**src/rtl/seq_divider_pkg.sv**
```systemverilog
// seq_divider_pkg: shared state encodings and default width for the sequential divider
package seq_divider_pkg;

    localparam int DIV_WIDTH = 4;

    localparam logic [1:0] S_IDLE = 2'd0;
    localparam logic [1:0] S_CALC = 2'd1;
    localparam logic [1:0] S_DONE = 2'd2;

endpackage

```
**src/rtl/seq_divider_div_step.sv**
```systemverilog
// seq_divider_div_step: one restoring-division iteration using invert-and-add-one subtract
module seq_divider_div_step #(
    parameter int WIDTH = 4
) (
    input  logic [WIDTH:0]   rs_i,
    input  logic [WIDTH-1:0] d_i,
    output logic [WIDTH:0]   r_next_o,
    output logic             q_bit_o
);

    logic [WIDTH+1:0] sum;

    // Carry out of Rs + ~D + 1 means no borrow, i.e. Rs >= D
    always_comb begin
        sum      = {1'b0, rs_i} + {1'b0, ~{1'b0, d_i}} + (WIDTH+2)'(1);
        q_bit_o  = sum[WIDTH+1];
        r_next_o = sum[WIDTH+1] ? sum[WIDTH:0] : rs_i;
    end

endmodule

```
**src/rtl/seq_divider.sv**
```systemverilog
// seq_divider: multi-cycle unsigned restoring divider with start/done handshake
module seq_divider
    import seq_divider_pkg::*;
#(
    parameter int WIDTH = DIV_WIDTH
) (
    input  logic             clk,
    input  logic             rst_n,
    input  logic             i_start,
    input  logic [WIDTH-1:0] i_dividend,
    input  logic [WIDTH-1:0] i_divisor,
    output logic             o_busy,
    output logic             o_done,
    output logic [WIDTH-1:0] o_quotient,
    output logic [WIDTH-1:0] o_remainder,
    output logic             o_div_zero
);

    localparam int CW = $clog2(WIDTH);

    logic [1:0]       state_q, state_d;
    logic [CW-1:0]    cnt_q, cnt_d;
    logic [WIDTH:0]   r_q, r_d;
    logic [WIDTH-1:0] acc_q, acc_d;
    logic [WIDTH-1:0] div_q, div_d;
    logic [WIDTH-1:0] quo_q, quo_d;
    logic [WIDTH-1:0] rem_q, rem_d;
    logic             dz_q, dz_d;
    logic [WIDTH:0]   rs, r_next;
    logic             q_bit;

    assign rs = (r_q << 1) | {{WIDTH{1'b0}}, acc_q[WIDTH-1]};

    seq_divider_div_step #(.WIDTH(WIDTH)) u_step (
        .rs_i     (rs),
        .d_i      (div_q),
        .r_next_o (r_next),
        .q_bit_o  (q_bit)
    );

    // Next-state: iterate in CALC, accept starts from IDLE or DONE, publish results on DONE entry
    always_comb begin
        state_d = state_q;
        cnt_d   = cnt_q;
        r_d     = r_q;
        acc_d   = acc_q;
        div_d   = div_q;
        quo_d   = quo_q;
        rem_d   = rem_q;
        dz_d    = dz_q;
        if (state_q == S_CALC) begin
            r_d   = r_next;
            acc_d = {acc_q[WIDTH-2:0], q_bit};
            cnt_d = cnt_q + CW'(1);
            if (cnt_q == CW'(WIDTH-1)) begin
                state_d = S_DONE;
                quo_d   = {acc_q[WIDTH-2:0], q_bit};
                rem_d   = r_next[WIDTH-1:0];
                dz_d    = 1'b0;
            end
        end else if (i_start) begin
            div_d = i_divisor;
            if (i_divisor == '0) begin
                state_d = S_DONE;
                quo_d   = '1;
                rem_d   = i_dividend;
                dz_d    = 1'b1;
            end else begin
                state_d = S_CALC;
                cnt_d   = '0;
                r_d     = '0;
                acc_d   = i_dividend;
            end
        end else begin
            state_d = S_IDLE;
        end
    end

    // State and datapath registers with asynchronous clear
    always_ff @(posedge clk or negedge rst_n) begin
        if (!rst_n) begin
            state_q <= S_IDLE;
            cnt_q   <= '0;
            r_q     <= '0;
            acc_q   <= '0;
            div_q   <= '0;
            quo_q   <= '0;
            rem_q   <= '0;
            dz_q    <= 1'b0;
        end else begin
            state_q <= state_d;
            cnt_q   <= cnt_d;
            r_q     <= r_d;
            acc_q   <= acc_d;
            div_q   <= div_d;
            quo_q   <= quo_d;
            rem_q   <= rem_d;
            dz_q    <= dz_d;
        end
    end

    assign o_busy      = (state_q == S_CALC);
    assign o_done      = (state_q == S_DONE);
    assign o_quotient  = quo_q;
    assign o_remainder = rem_q;
    assign o_div_zero  = dz_q;

endmodule

```
**config.mk**
```make
export PLATFORM = sky130hd
export DESIGN_NAME = seq_divider
export DESIGN_NICKNAME = d
export VERILOG_FILES = /design/src/rtl/seq_divider_pkg.sv /design/src/rtl/seq_divider_div_step.sv /design/src/rtl/seq_divider.sv
export SDC_FILE = /design/constraint.sdc
export NUM_CORES = 1
export LEC_CHECK = 0
export CAP_MARGIN = 20
export CORE_MARGIN = 3
export CORE_UTILIZATION = 52
export CTS_CLUSTER_DIAMETER = 60
export DETAILED_ROUTE_END_ITERATION = 16
export GPL_TIMING_DRIVEN = 0
export PLACE_DENSITY_LB_ADDON = 0.25
export SYNTH_ARGS = -nofsm -noshare
export SYNTH_HDL_FRONTEND = slang
export SYNTH_HIERARCHICAL = 1
export SYNTH_SLANG_ARGS = --single-unit
```
**constraint.sdc**
```tcl
create_clock -name clk -period 2.2 [get_ports clk]
set_input_delay 0.44 -clock clk [delete_from_list [all_inputs] [get_ports clk]]
set_output_delay 0.44 -clock clk [all_outputs]
set_load 0.02 [all_outputs]
```
==> summary.md <==
| Metric | Value |
|---|---|
| Core Area | about 2300 um2 |
| Path category of the worst min-delay check | in -> async |
| Run status | complete, no violations |
| Filler cell count in the final layout | around 180 |
| Count of input and output buffers | 21 |
| Number of clock sinks seen by CTS | 25 |
| Data required, critical path | 2.45 ns |
| Number of clock buffers inserted by TritonCTS | 3 |
| FF/Latch Area | 626 um2 |
| Register clock-pin slew on the reported worst setup and hold paths | 0.16 ns |
| Initial antenna violation count | 0 |
| Part of the total power dissipated in the clock network | 0.096 |
| Type of the setup path with the least slack | reg -> reg |
| Post-detailed-route via-to-cell ratio | 5.56 |
| Post-Synthesis Mean Instance Area | 10.8 um2 |
| Worst Slack Setup Final | 0.119 ns |
| CTS tree | built |
| Latest clock arrival within the worst-skew pair | 0.34 ns |
| Post-route setup TNS | 0 ns |
| Overall Power | 2450 uW |
| Crit-path max FO | 5 |
| Die area | 3120 um2 |
| Root Driver | sky130_fd_sc_hd__clkbuf_4 |
| TritonRoute pass-1 iters | 4 |
| Pre-CTS WS | 0.137 ns |
| GR Util All Layers | 0.190 |
| RePlAce Congestion | 0.790 |
| Number of buffers inserted for hold repair after clock tree synthesis | 0 |
| Switching share of power | 0.408 |
| H-tree level count | 1 |
| Starting Density | 0.567 |
| Least-Margin Pin Slew | 0.417 ns |
| Synthesis Warnings | 6 |
| Cell Area, Synth | 1290 um2 |
| Total via count after detailed routing | 968 |
| Count of endpoints failing setup in the final report | 0 |
| Gr ovfl total | 0 |
| Routed wire per std cell | 15.3 um |
| Multi-input combinational cell area | 616 um2 |
| Highest attainable clock frequency | 0.481 GHz |
| Peak supply drop | ~0.95 mV |
| Power per cell area | 1530 nW/um2 |
| Int Pwr | between 1000 and 1500 uW |
| Io pins | 22 |
| Worst setup SP type | flop |
| Max-slew violation count | 0 |
| DRC violations left | 0 |
| Post-DP HPWL | 1970 um |
| Overall die width | 55.8 um |
| Iteration-0 DRC Markers | 9 |
| Arrival @ worst endpoint | around 2.3 ns |
| Switching power summed over all nets | 1000 uW |
| Rel. slew slack | 0.722 |
| Relative contribution of combinational cells to total power | 0.569 |
| Layout overhead on the synthesized area | 23.7% |
| Final Cycle Share | 0.946 |
| Antenna diodes | 0 |
| Chip Height | 55.8 um |
| Maximum buffer depth of the clock tree | 2 |
| Via count of the first global-routing pass | approximately 1,000 |
| Cells after synthesis | 120 |
| Largest net degree at the start of global routing | 26 |
| Nets@finish | 164 |
| Critical path capture point type | flop |
| Net count after synthesis | between 100 and 150 |
| Max-capacitance violation count | 0 |
| Min cycle time layout | 2.08 ns |
| Worst clock skew | about 0.0053 ns |
| Global-route wire length before repair | between 4000 and 5000 um |
| Std-Cell Rows | 17 |
| Number of routed nets with antenna violations | 0 |
| Setup repair after global routing missed its margin | no |
| Share of cells above drive strength 1 | 0.171 |
| Routed Wire Length | 2660 um |
| Part of the total power dissipated in sequential elements | 0.335 |
| Static Leak | 0.000696 uW |
| Final Hold Vio Count | 0 |
## worst paths after layout
path                       startpoint        endpoint  slack [ns]  depth (start not counted)
hold reg to reg            o_div_zero      o_div_zero        0.50                          2
max in group asynchronous       rst_n        div_q[1]        1.40                          2
min in group clk           o_div_zero      o_div_zero        0.50                          2
setup / recovery               r_q[0]  o_remainder[2]        0.12                          7
hold / removal                  rst_n  o_remainder[2]        0.37                          1
setup reg to reg               r_q[0]  o_remainder[2]        0.12                          7
## layout by cell type, fill, tap and decap left out, types with 3 or more instances in the layout
master                            count
sky130_fd_sc_hd__a21oi_1              8
sky130_fd_sc_hd__dfrtp_1             25
sky130_fd_sc_hd__mux2_2               5
sky130_fd_sc_hd__o21ai_0              6
sky130_fd_sc_hd__nor2_1              13
sky130_fd_sc_hd__o221a_2              4
sky130_fd_sc_hd__clkbuf_4             3
sky130_fd_sc_hd__or2b_1               3
sky130_fd_sc_hd__mux2i_1              5
sky130_fd_sc_hd__inv_1                5
sky130_fd_sc_hd__clkdlybuf4s50_1     20
sky130_fd_sc_hd__ha_1                 5
sky130_fd_sc_hd__nand2_1             14
## cell type report
class                      count  share of cell area
buffer                         4              0.0172
clock buffer                   3              0.0141
clock inverter                 1             0.00548
inverter                       6              0.0164
multi-input combinational     85               0.385
sequential                    25               0.392
tap                           28              0.0219
timing repair buffer          22               0.148
## through the flow
stage                     cell area (um2)  utilization  cells  hold slack [ns]
final                                1600        0.702    174            0.369
after global routing                 1600        0.702    174            0.368
after CTS                            1570        0.688    173            0.500
after detailed placement             1540        0.675    169            0.464
after global placement               1540        0.675    169            0.458
after floorplan                      1290            -    120            0.144
## layer usage
metal  global-route usage  wire, um  share of wire  up-vias
met5                    0         0              0        -
met4               0.0814        31          0.012        0
li1                     -         -              -      474
met2                0.309      1400           0.52       20
met3               0.0418       105          0.039        4
met1                0.244      1130           0.42      470
## what timing repair did
item                                    in CTS  in global routing
resized for setup                            1                  1
buffers inserted                             0                  0
endpoints found under the setup margin       1                  1
## power by group through the flow
stage	sequential, uW	clock [uW]	combinational, uW
finish	819	236	1390
global route	853	264	1550
CTS	821	236	1380
detailed placement	835	0	1370
global placement	819	0	1330
floorplan	893	0	910
## registers in the layout, indices dropped and copies added, names as in the netlist
register     flops
o_quotient       4
o_remainder      4
state_q          2
div_q            4
cnt_q            2
r_q              4
acc_q            4
o_div_zero       1
## worst max-delay path: stages (launching register included)
cell and delay, ns:
sky130_fd_sc_hd__dfrtp_1 0.46, sky130_fd_sc_hd__ha_1 0.30, sky130_fd_sc_hd__nor2b_1 0.15, sky130_fd_sc_hd__o31a_1 0.26
sky130_fd_sc_hd__nand2b_4 0.18, sky130_fd_sc_hd__mux2_4 0.32, sky130_fd_sc_hd__or2b_1 0.22, sky130_fd_sc_hd__o221a_2 0.11
(Power assumes the default switching activity.)
